[config.mk]
export PLATFORM = sky130hd
export DESIGN_NAME = frame_sequencer
export DESIGN_NICKNAME = d
export VERILOG_FILES = /design/src/rtl/frame_sequencer.sv
export SDC_FILE = /design/constraint.sdc
export NUM_CORES = 1
export LEC_CHECK = 0
export CAP_MARGIN = 30
export CORE_ASPECT_RATIO = 1.75
export CORE_MARGIN = 8
export CORE_UTILIZATION = 35
export DETAILED_ROUTE_END_ITERATION = 12
export DONT_BUFFER_PORTS = 1
export GPL_ROUTABILITY_DRIVEN = 0
export HOLD_SLACK_MARGIN = 0.12
export PLACE_DENSITY = 0.49
export SLEW_MARGIN = 20
export SYNTH_ARGS = -nofsm -noshare
export SYNTH_HDL_FRONTEND = slang
export SYNTH_SLANG_ARGS = --single-unit
export TNS_END_PERCENT = 50
[constraint.sdc]
create_clock -name i_clk -period 3.45 [get_ports i_clk]
set_input_delay 0.69 -clock i_clk [delete_from_list [all_inputs] [get_ports i_clk]]
set_output_delay 0.69 -clock i_clk [all_outputs]
set_load 0.02 [all_outputs]
[src/rtl/frame_sequencer.sv]
// frame_sequencer: front-end controller for the processing chain.
// Sends a host-requested number of fixed-length frames as o_dv bursts.
// Each frame is gated by i_ready. The sequencer waits for the chain to
// acknowledge a frame before it sends the next one, and leaves a fixed
// idle gap between frames.
module frame_sequencer #(
  parameter int FRAME_LEN = 16,
  parameter int GAP       = 2,
  parameter int NBF_W     = 8,
  localparam int SCW      = (FRAME_LEN > 1) ? $clog2(FRAME_LEN) : 1
) (
  input  logic             i_clk,
  input  logic             i_rst,
  input  logic             i_start,
  input  logic [NBF_W-1:0] i_nb_frames,
  input  logic             i_abort,
  input  logic             i_ready,
  input  logic             i_frame_done,
  output logic             o_dv,
  output logic             o_sof,
  output logic             o_eof,
  output logic             o_busy,
  output logic             o_done,
  output logic [NBF_W-1:0] o_frame_cnt,
  output logic [SCW-1:0]   o_sample_cnt
);

  localparam int GCW = (GAP > 1) ? $clog2(GAP) : 1;
  localparam logic [SCW-1:0] LAST_SAMPLE = SCW'(FRAME_LEN - 1);
  localparam logic [GCW-1:0] LAST_GAP    = GCW'((GAP > 0) ? GAP - 1 : 0);

  typedef enum logic [2:0] {
    S_IDLE,
    S_SEND,
    S_WAIT_DONE,
    S_GAP,
    S_FINISH
  } state_t;

  state_t           state;
  state_t           state_next;
  logic [NBF_W-1:0] nb;
  logic [GCW-1:0]   gap_cnt;
  logic [NBF_W-1:0] frame_cnt_inc;
  logic             abort_hit;

  // Abort only matters once a run is active; in IDLE it has no effect.
  assign abort_hit     = i_abort && (state != S_IDLE);
  assign frame_cnt_inc = o_frame_cnt + NBF_W'(1);

  // The sample handshake is combinational so that a stalled chain never sees a valid.
  assign o_dv  = (state == S_SEND) && i_ready;
  assign o_sof = o_dv && (o_sample_cnt == '0);
  assign o_eof = o_dv && (o_sample_cnt == LAST_SAMPLE);

  // State register plus the registered status flags derived from the next state.
  always_ff @(posedge i_clk) begin
    if (i_rst) begin
      state  <= S_IDLE;
      o_busy <= 1'b0;
      o_done <= 1'b0;
    end else begin
      state  <= state_next;
      o_busy <= (state_next != S_IDLE);
      o_done <= (state_next == S_FINISH);
    end
  end

  // Next-state logic; abort overrides every other transition.
  always_comb begin
    state_next = state;
    case (state)
      S_IDLE: begin
        if (i_start) begin
          state_next = (i_nb_frames == '0) ? S_FINISH : S_SEND;
        end
      end
      S_SEND: begin
        if (o_eof) begin
          state_next = S_WAIT_DONE;
        end
      end
      S_WAIT_DONE: begin
        if (i_frame_done) begin
          if (frame_cnt_inc == nb) begin
            state_next = S_FINISH;
          end else if (GAP == 0) begin
            state_next = S_SEND;
          end else begin
            state_next = S_GAP;
          end
        end
      end
      S_GAP: begin
        if (gap_cnt == LAST_GAP) begin
          state_next = S_SEND;
        end
      end
      S_FINISH: begin
        state_next = S_IDLE;
      end
      default: begin
        state_next = S_IDLE;
      end
    endcase
    if (abort_hit) begin
      state_next = S_IDLE;
    end
  end

  // Run bookkeeping: latched frame request, frame/sample/gap counters.
  always_ff @(posedge i_clk) begin
    if (i_rst) begin
      nb           <= '0;
      o_frame_cnt  <= '0;
      o_sample_cnt <= '0;
      gap_cnt      <= '0;
    end else if (!abort_hit) begin
      case (state)
        S_IDLE: begin
          if (i_start) begin
            nb           <= i_nb_frames;
            o_frame_cnt  <= '0;
            o_sample_cnt <= '0;
          end
        end
        S_SEND: begin
          if (o_dv) begin
            o_sample_cnt <= o_eof ? '0 : o_sample_cnt + SCW'(1);
          end
        end
        S_WAIT_DONE: begin
          if (i_frame_done) begin
            o_frame_cnt <= frame_cnt_inc;
            gap_cnt     <= '0;
          end
        end
        S_GAP: begin
          gap_cnt <= gap_cnt + GCW'(1);
        end
        default: begin
        end
      endcase
    end
  end

endmodule
# ---- After elaboration in Yosys (flattened, before gate mapping)
# Index checks and enable logic that the tools add are counted.
dict set report classes {
  bitwise_logic 1
  eq_ne 9
  reduce_logical 16
  n_mux 17
  addsub 3
}
# op count
set op_table {}
lappend op_table {{two-way mux 3 bit} 7}
lappend op_table {{two-way mux 8 bit} 2}
lappend op_table {{one-hot mux 8 bit (2 select lines)} 1}
lappend op_table {{two-way mux 4 bit} 3}
lappend op_table {{one-hot mux 3 bit (4 select lines)} 1}
lappend op_table {{adder 8 x 1 -> 8 bit (second input constant)} 1}
lappend op_table {{equality test 8 bit} 1}
lappend op_table {{zero test 8 bit} 1}
lappend op_table {{one-hot mux 4 bit (2 select lines)} 1}
lappend op_table {{AND reduction 4 bit} 2}
lappend op_table {{equality test 3 x 2 -> 1 bit (second input constant)} 2}
lappend op_table {{inequality test 2 bit (second input constant)} 3}
lappend op_table {{AND reduction 3 bit} 2}
lappend op_table {{nonzero test 2 bit} 3}
lappend op_table {{nonzero test 3 bit} 2}
lappend op_table {{adder 4 x 1 -> 4 bit (second input constant)} 1}
lappend op_table {{equality test 4 bit (second input constant)} 1}
lappend op_table {{logical AND 1 bit} 4}
lappend op_table {{zero test 4 bit} 1}
lappend op_table {{equality test 3 x 1 -> 1 bit (second input constant)} 1}
lappend op_table {{equality test 3 bit (second input constant)} 1}
lappend op_table {{zero test 3 bit} 1}
lappend op_table {{one-hot mux 1 bit (2 select lines)} 1}
lappend op_table {{adder 1 bit (second input constant)} 1}
lappend op_table {{other kinds (2)} 2}
dict set report totals {
  out_inout_bits 17
  input_bits 14
  elab_cells 53
  register_bits 26
}

# ---- Longest topological paths before layout
dict set report depth {
  depth_word 7
  mapped_depth 7
  ltp_nobuf 6
}

# ---- Worst setup path after synthesis
# No wires, ideal clock.
dict set report synth_timing {
  kind {input-to-output}
  startpoint {input i_ready}
  endpoint {output o_eof}
  t_arrival_ns 1.581
  path_stages 3
  slack_ns 1.179
  required_time_ns 2.760
  n_path_buf 1
  path_cell_list {nor4bb_4 -> and4_1 -> clkbuf_1}
}
dict set report synth_between {
  elab_chain_cells 2
}
# element line_no
set synth_lines {}
lappend synth_lines {{start: declaration} 17} ;# input logic i_ready,
lappend synth_lines {{logical AND 1 bit} 52} ;# assign o_dv = (state == S_SEND) && i_ready;
lappend synth_lines {{logical AND 1 bit} 54} ;# assign o_eof = o_dv && (o_sample_cnt == LAST_SAMPLE);
lappend synth_lines {{end: declaration} 21} ;# output logic o_eof,
# No other way between the ends.

# ---- Worst setup path in the final report
dict set report layout_timing {
  startpoint {register state[0]}
  endpoint {output o_eof}
}
dict set report layout_between {
  elab_chain_cells 3
}
# element line_no
set layout_lines {}
lappend layout_lines {{start: declaration} 40} ;# state_t state;
lappend layout_lines {{start signal: assignment} 63} ;# state <= state_next;
lappend layout_lines {{equality test 3 x 1 -> 1 bit} 52}
lappend layout_lines {{logical AND 1 bit} 52}
lappend layout_lines {{net o_dv} 19} ;# output logic o_dv,
lappend layout_lines {{logical AND 1 bit} 54}
# The timed path passes the listed nets, and every way through them passes these cells.

==> results.md <==
* Status: finished, final reports clean
* CTS max path bufs at 2
* Post-DR wirelength/cell at 16.2 um
* Syn nets at 208
* Worst min path class: flop to flop
* Post-synth top flop: dfxtp_1
* Initial Util at 35.6%
* Lkg Pwr at 0.567 nW
* Clk_skew at 0.00346 ns
* Area of the multi-input gates at 952 um^2
* DRT Wirelength at 3840 um
* CTS Hold Bufs at 0
* Vias after detailed routing at 1347
* Root Buffer: clkbuf_8
* Syn avg cell area at 8.07 um^2
* Max Clk Rate at 376 MHz
* Pwr dens at 356 nW/um^2
* Met3 usage at 3.56%
* Final core utilization at 37.2%
* Commonest non-fill, non-tap cell in the layout: nand2_1
* DIE WIDTH at 66.2 um
* Pin count of the biggest net entering global routing at 24
* Gr busiest metal: met2
* Antenna Nets Post-Route at 0
* Reg2Reg Setup Slack at 1.21 ns
* Final max-slew violation count at 0
* Least-Margin Pin Slew at 0.535 ns
* Cell area after synthesis at 1540 um^2
* P&R area growth vs syn at 4.22%
* Hold path depth at 2
* GR Util met1 at 11.8%
* Insertion delay to the later sink of the worst-skew pair at 0.27 ns
* First-pass GRT wire length at 6600 um
* Cell Rows at 32
* Worst vdd ir at 0.236 mV
* CTS tree: built
* Number of H-tree levels at 1
* DP HPWL at 3100 um
* Final hold viol count at 0
* Storage element area at 520 um^2
* DR pass1 iterations at 4
* Num CTS Buffers at 3
* CP Capture Type: output pin
* Number of I/O port buffers at 0
* Worst Path Arrival at 1.97 ns
* Critical path peak fanout at 14
* Seq/Total Area, Yosys at 33.8%
* Worst EP required at 2.76 ns
* YS warnings at 0
* Reg2reg start: o_frame_cnt[0]
* Min Tclk post-route at 2.66 ns
* FF-to-FF End: o_busy
* Max-slew headroom at 64.3%
* Crit path kind: flop to output pin
* CTS clk-pin slew, worst paths at 0.09 ns
* Ant diodes at 0
* Vias/cell at 5.68
* Finish-stage setup viols at 0
* Hold path start: nb[6]
* Global routing usage on met2 at 20.3%
* R2R cell count at 6
* Most frequent cells in the layout: nand2_1 (28), dfxtp_1 (26), a21oi_1 (21)
* EDFF count, synth at 0
* Crit share post-route at 77.0%
* Vias in the first global route at 1384
* Fraction of registers with async set/reset at 0%
* Total Die Area at 6870 um^2
* Layout cells sized above 1 at 9.14%
* RSZ-0062 raised after global routing: no
* Antenna violations before repair at 0
* Setup bufs post-CTS at 0
* Setup TNS at 0 ns
* Synth Register Bits at 26
* Initial DRC Count at 71
* Setup crit start kind: flop
* Die Span Y at 104 um
* Max_cap viols at 0
* FILL cells at 474
* Num ports at 31
* Gr ovfl total at 0
* Synthesized netlist cell count at 191
* Resized cells post-CTS at 0
* Fin nets at 204
* Clock Sinks at 26
* Placeable Area at 4320 um^2
* WHS Endpoint: nb[6]
* Netlist cell types at 51
* Total Routing Usage GR at 11.8%
* DRC at 0
==> worst max-delay path, cell delays in order, from the launching register on <==
cell and delay (ns):
dfxtp_1 0.62, nor4bb_4 0.57, and4_1 0.51
==> report_power, final <==
part / internal [mW] / switching [mW] / total, mW
logic: 0.0226 / 0.0345 / 0.0571
registers: 0.309 / 0.0115 / 0.320
clock network: 0.102 / 0.0934 / 0.195
total: 0.433 / 0.139 / 0.573
==> per-layer routing <==
metal / wire length (um) / part of all wire [%] / vias up
li1: - / - / 674
met1: 1420 / 37 / 630
met2: 2000 / 52 / 35
met3: 309 / 8.0 / 8
met4: 119 / 3.1 / 0
met5: 0 / 0 / -
==> Yosys cell counts, types with 2 or more instances <==
master	instances	share of area (%)
nand2_1	28	6.8
dfxtp_1	26	34
a21oi_1	21	6.8
o21ai_0	15	4.9
nor2_1	13	3.2
nand4_1	6	2.4
xnor2_1	5	2.8
xor2_1	5	2.8
clkbuf_1	4	0.97
inv_1	4	0.97
nand3_1	4	1.3
nor2b_1	4	1.6
and2_1	3	1.2
buf_4	3	1.5
ha_1	3	2.4
nand3b_1	3	1.5
or3_1	3	1.2
or4_1	3	1.5
a211oi_1	2	0.97
and3_1	2	0.81
nor3_1	2	0.65
o21bai_1	2	0.97
or3_2	2	0.97
==> worst max path at each step <==
stage / from / end / slack [ns] / cells after the start
2_1_floorplan: i_ready / o_eof / 1.18 / 3
3_3_place_gp: state[0] / o_eof / 1.13 / 2
3_5_place_dp: state[0] / o_eof / 1.08 / 2
4_1_cts: state[0] / o_eof / 0.78 / 2
5_1_grt: state[0] / o_eof / 0.65 / 2
6_report: state[0] / o_eof / 0.79 / 2
==> cells by family (layout without fill, tap and decap cells) <==
family	count (synthesis)	count (layout)	synth area share, %
and+or+nand+nor	88	88	33.5
AOI/OAI and AO/OA	51	51	20.1
DFF	26	26	33.8
buffers and inverters	13	8	4.46
xor gates and xnor gates	10	10	5.68
adders and majority gates	3	3	2.44
==> through the flow <==
step	std cells	cell area [um^2]	worst slack (ns)	power, mW	hold WS [ns]
after floorplan	191	1540	1.18	0.375	0.440
after global placement	233	1550	1.13	0.384	0.455
after detailed placement	233	1550	1.08	0.385	0.457
after CTS	237	1610	0.785	0.580	0.472
after global routing	237	1610	0.652	0.601	0.466
final	237	1610	0.794	0.573	0.469
==> registers in the layout (all words and copies together), names as in the netlist <==
name,cells
nb,8
o_frame_cnt,8
o_sample_cnt,4
state,3
gap_cnt,1
o_busy,1
o_done,1
==> final cells by class <==
cell class	instances	area share [%]
Sequential cell	26	32.4
Multi-Input combinational cell	152	59.3
Inverter	4	0.935
Clock buffer	4	3.43
Tap cell	51	3.97
Power figures use the tool's default switching activity.
